## src/rtl/simple_wr_fifo.sv

```systemverilog
// First-word-fall-through FIFO controller for an external simple_wr_ram.
// Writes go straight to RAM port B. Reads are prefetched through port A into a
// 2-entry output buffer, which hides the RAM's one-cycle read latency.
module simple_wr_fifo #(
  parameter int unsigned ADDR_WIDTH = 16,
  parameter int unsigned DATA_WIDTH = 64
) (
  input  logic                  clk,
  input  logic                  rst,
  input  logic                  w_valid,
  output logic                  w_ready,
  input  logic [DATA_WIDTH-1:0] w_data,
  output logic                  r_valid,
  input  logic                  r_ready,
  output logic [DATA_WIDTH-1:0] r_data,
  output logic [ADDR_WIDTH-1:0] ram_a_addr,
  input  logic [DATA_WIDTH-1:0] ram_a_rddata,
  output logic [ADDR_WIDTH-1:0] ram_b_addr,
  output logic                  ram_b_we,
  output logic [DATA_WIDTH-1:0] ram_b_wrdata,
  output logic [ADDR_WIDTH+1:0] count
);

  logic [ADDR_WIDTH-1:0] wr_ptr_q, wr_ptr_d;
  logic [ADDR_WIDTH-1:0] rd_ptr_q, rd_ptr_d;
  logic [ADDR_WIDTH:0]   ram_cnt_q, ram_cnt_d;
  logic                  rd_pend_q;
  logic [1:0]            occ_q, occ_d;
  logic                  head_q;
  logic [DATA_WIDTH-1:0] buf_q [2];

  logic                  push, pop, issue;
  logic                  tail;
  logic [2:0]            held_after_pop;
  logic [ADDR_WIDTH:0]   ram_full;

  assign ram_full = {1'b1, {ADDR_WIDTH{1'b0}}};

  // Push side only looks at registered state, so w_ready never depends on r_ready.
  assign w_ready      = (ram_cnt_q != ram_full);
  assign push         = w_valid && w_ready;
  assign ram_b_we     = push;
  assign ram_b_addr   = wr_ptr_q;
  assign ram_b_wrdata = w_data;

  assign r_valid = (occ_q != 2'd0);
  assign r_data  = buf_q[head_q];
  assign pop     = r_valid && r_ready;

  // Entries that will occupy the buffer once the pending read lands and this pop leaves.
  assign held_after_pop = {1'b0, occ_q} + {2'b00, rd_pend_q} - {2'b00, pop};
  assign issue          = (ram_cnt_q != '0) && (held_after_pop < 3'd2);
  assign ram_a_addr     = rd_ptr_q;

  // A capture only happens when occ <= 1, so the free slot is head + occ (mod 2).
  assign tail = head_q ^ occ_q[0];

  assign count = {1'b0, ram_cnt_q}
               + {{(ADDR_WIDTH+1){1'b0}}, rd_pend_q}
               + {{ADDR_WIDTH{1'b0}}, occ_q};

  // Next-state for pointers, RAM occupancy and buffer occupancy.
  always_comb begin
    wr_ptr_d  = wr_ptr_q;
    rd_ptr_d  = rd_ptr_q;
    ram_cnt_d = ram_cnt_q;
    if (push) begin
      wr_ptr_d = wr_ptr_q + 1'b1;
    end
    if (issue) begin
      rd_ptr_d = rd_ptr_q + 1'b1;
    end
    if (push && !issue) begin
      ram_cnt_d = ram_cnt_q + 1'b1;
    end else if (!push && issue) begin
      ram_cnt_d = ram_cnt_q - 1'b1;
    end
    occ_d = occ_q + {1'b0, rd_pend_q} - {1'b0, pop};
  end

  // State registers; reset drops all queued data and any read in flight.
  always_ff @(posedge clk) begin
    if (rst) begin
      wr_ptr_q  <= '0;
      rd_ptr_q  <= '0;
      ram_cnt_q <= '0;
      rd_pend_q <= 1'b0;
      occ_q     <= 2'd0;
      head_q    <= 1'b0;
    end else begin
      wr_ptr_q  <= wr_ptr_d;
      rd_ptr_q  <= rd_ptr_d;
      ram_cnt_q <= ram_cnt_d;
      rd_pend_q <= issue;
      occ_q     <= occ_d;
      head_q    <= head_q ^ pop;
    end
  end

  // Output buffer data; contents are don't-care while their slot is unoccupied.
  always_ff @(posedge clk) begin
    if (!rst && rd_pend_q) begin
      buf_q[tail] <= ram_a_rddata;
    end
  end

endmodule

```

## config.mk

```make
export PLATFORM = sky130hd
export DESIGN_NAME = simple_wr_fifo
export DESIGN_NICKNAME = d
export VERILOG_FILES = /design/src/rtl/simple_wr_fifo.sv
export SDC_FILE = /design/constraint.sdc
export NUM_CORES = 1
export LEC_CHECK = 0
export ABC_AREA = 1
export BUFFER_PORTS_ARGS = -buffer_cell sky130_fd_sc_hd__buf_2
export CORE_MARGIN = 1
export CORE_UTILIZATION = 51
export CTS_CLUSTER_SIZE = 8
export DETAILED_ROUTE_END_ITERATION = 8
export PLACE_DENSITY = 0.8
export SLEW_MARGIN = 40
export SYNTH_ARGS = -nofsm -noshare
export SYNTH_HDL_FRONTEND = slang
export SYNTH_SLANG_ARGS = --single-unit
```

## constraint.sdc

```tcl
create_clock -name clk -period 7.42 [get_ports clk]
set_input_delay 1.484 -clock clk [delete_from_list [all_inputs] [get_ports clk]]
set_output_delay 1.484 -clock clk [all_outputs]
set_load 0.005 [all_outputs]
```

==> metrics.md <==
| Metric | Value |
|---|---|
| Reg-to-Reg Start | `occ_q[1]` |
| Max_cap viols | `0` |
| CTS Buf Count | `17` |
| 1st-iter DRT viols | `374` |
| Die Y | `137 um` |
| Register Area | `around 5000 um2` |
| Worst-path fanout max | `19` |
| Slew Viols, Final | `0` |
| HP Start | `ram_a_addr[14]` |
| Post-DR wirelength/cell | `16.0 um` |
| Multi-input gate area | `~3300 um2` |
| Die ar. | `18,700 um2` |
| Avg Synthesized Cell Area | `8.89 um2` |
| WS Path Type | `input port to register` |
| Detailed Route WL | `22.3 mm` |
| Fin crit period | `about 5000 ps` |
| Synth cell types | `35` |
| Clk_lat worst skew | `between 400 and 500 ps` |
| Die width | `137 um` |
| Synth Register Bits | `181` |
| Postcts setup bufs | `0` |
| Clk root buf | `clkbuf_16` |
| Worst setup EP type | `register` |
| Hold Path Class | `register to register` |
| Net switching fraction of the power | `42.5%` |
| Warnings, synthesis | `0` |
| RSZ-0062 raised after global routing | `no` |
| Vias per std cell | `4.99` |
| Vias in the first global route | `6,463` |
| Post-synth top area share | `41.4%` |
| Final ANT Viol Nets | `0` |
| Final period util | `around two thirds` |
| Mapped Nets | `between 1,000 and 1,500` |
| Post-synth top flop | `edfxtp_1` |
| Via count | `6,986` |
| CP Data Arrival Time | `5300 ps` |
| Fmax | `between 200 and 250 MHz` |
| Commonest cells after routing, fill and taps aside | `376 x nand2_1, 184 x buf_2, 128 x edfxtp_1` |
| Int Pwr | `0.00245 W` |
| Total power draw | `0.00425 W` |
| Clock power frac | `between 20 and 25%` |
| Reg-to-reg setup timing slack | `2850 ps` |
| Hold path depth | `2` |
| Hold endpoint | `ram_a_addr[14]` |
| Final Hold Fails | `0` |
| Clock Sink Count | `181` |
| Dpl hpwl | `roughly 16 mm` |
| Worst VDD drop | `approximately 0.25 mV` |
| Psw | `0.00181 W` |
| Pwr Density | `405 nW/um2` |
| Core Area | `about 18,000 um2` |
| Initial DRT Pass Iterations | `5` |
| Sequential area share after synthesis | `52.9%` |
| Total Routing Usage GR | `23.5%` |
| GR Overflow Total | `0` |
| Synth-to-layout area growth | `13.2%` |
| Launching element type of the critical path | `input port` |
| IO buf count | `184` |
| RR Endpoint | `ram_cnt_q[15]` |
| Worst-margin pin slew | `~810 ps` |
| Reg clk slew, reported paths | `70 ps` |
| Async set-reset flop share out of synthesis | `0%` |
| Initial antenna violation count | `0` |
| Cts repair resizes | `0` |
| Cell Rows | `48` |
| Placer Congestion | `between 0.8 and 0.9` |
| Setup TNS | `0 ps` |
| First-pass GRT wire length | `33.2 mm` |
| R2R depth | `23` |
| Relative slew slack | `46.1%` |
| Most common cell after layout, fill and taps aside | `nand2_1` |
| Post-CTS Hold Buffers | `0` |
| Status | `finished, final reports clean` |
| Sequential power share | `31.8%` |
| Starting Density | `52.9%` |
| Post-synth top area cell | `edfxtp_1` |
| Post-Syn Area | `9280 um2` |
| Layout cells sized above 1 | `between 20 and 25%` |
| Num ports | `313` |
| Worst EP required | `7750 ps` |
| Pleak | `4.73 nW` |
| TritonCTS clock tree | `yes` |
| Maximum level of the CTS H-tree | `4` |
| Pin count of the biggest net entering global routing | `67` |
| Comb power frac | `between 40 and 50%` |
| Number of fill cells | `roughly 1,500` |
| Clock buffer depth | `2` |
| EDFF count, synth | `128` |
| Clk_skew | `8.86 ps` |
| Nets | `1,318` |
| Final setup viols | `0` |
| Largest cells by area after synthesis | `edfxtp_1 41%, nand2_1 15%, dfxtp_1 11%, buf_4 5.2%, inv_1 4.1%` |
| Gate Count Post-Synth | `1,044` |
| Residual DRC count | `0` |
worst max path at each step:
stage	slack, ps	to	from
5_1_grt	2120	ram_cnt_q[13]	r_ready
4_1_cts	2480	ram_cnt_q[15]	r_ready
2_1_floorplan	560	buf_q[1][0]	rst
3_3_place_gp	2150	ram_cnt_q[11]	r_ready
6_report	2450	ram_cnt_q[15]	r_ready
3_5_place_dp	2020	ram_cnt_q[15]	r_ready
synth_stat cells, drive strengths merged, types with 2 or more instances:
cell type,number
o211ai,2
xor2,33
o21ai,15
inv,113
nand4,9
nand2,387
ha,22
dfxtp,53
a21oi,53
xnor2,12
clkbuf,19
or2,2
buf,73
nor2,47
nand3,49
nor3,19
edfxtp,128
fa,4
and3,2
state kept, by name, indices dropped and copies added (netlist names):
name / flops
buf_q: 128
head_q: 1
occ_q: 2
ram_a_addr: 16
ram_b_addr: 16
ram_cnt_q: 17
rd_pend_q: 1
critical path, cell delays in order:
cell and delay [ps]:
buf_2 110, nand2_1 100, inv_1 50, ha_1 260, inv_1 60, ha_1 120, inv_1 50, fa_1 490
o21ai_0 80, a21oi_1 240, nand2_4 220, ha_1 280, inv_1 430, ha_1 380, or2_2 330, nand3_1 110
nand2_1 110, nand2_1 100, nand2_1 50, nand2_1 50, nand3_1 60, nand2_1 80, inv_1 40
kinds of logic (layout without fill, tap and decap cells):
logic type,Yosys count,in the layout,synth area share [%]
xor gates and xnor gates,45,45,4.25
other,0,2,0
AOI/OAI and AO/OA,70,70,4.23
DFF,181,181,52.9
buffers and inverters,205,333,11.4
adders and majority gates,26,26,3.83
and+or+nand+nor,517,517,23.5
metrics by stage:
stage	util (%)	worst slack, ps	std cells	cell area (um2)	hold slack, ps
floorplan	-	565	1044	9280	473
global placement	56.5	2150	1366	9900	472
detailed placement	56.5	2020	1366	9900	475
CTS	59.9	2480	1397	10500	491
global route	59.9	2120	1397	10500	509
finish	59.9	2450	1399	10500	491
layer usage:
layer,track usage [%],routed length [um]
met2,40.2,11200
met4,11.7,741
met1,26.7,8580
met5,1.11,0
met3,6.89,1780
power by group through the flow:
stage	logic [W]	clock network [W]	registers [W]
after CTS	0.00199	0.000926	0.00135
final	0.00198	0.000914	0.00135
after detailed placement	0.00198	0	0.00137
after floorplan	0.00153	0	0.00135
after global routing	0.00227	0.000964	0.00137
after global placement	0.00194	0	0.00137
final cells by class:
class | count | area share, %
clock inverters | 13 | 1.57
multi-input cells | 658 | 31.7
inverters | 113 | 4.09
well taps | 225 | 2.68
repair buffers | 189 | 9.16
diodes | 2 | 0.0476
clock buffers | 18 | 4.09
flip-flops and latches | 181 | 46.7
No activity file was read; power rests on OpenSTA's default activity.
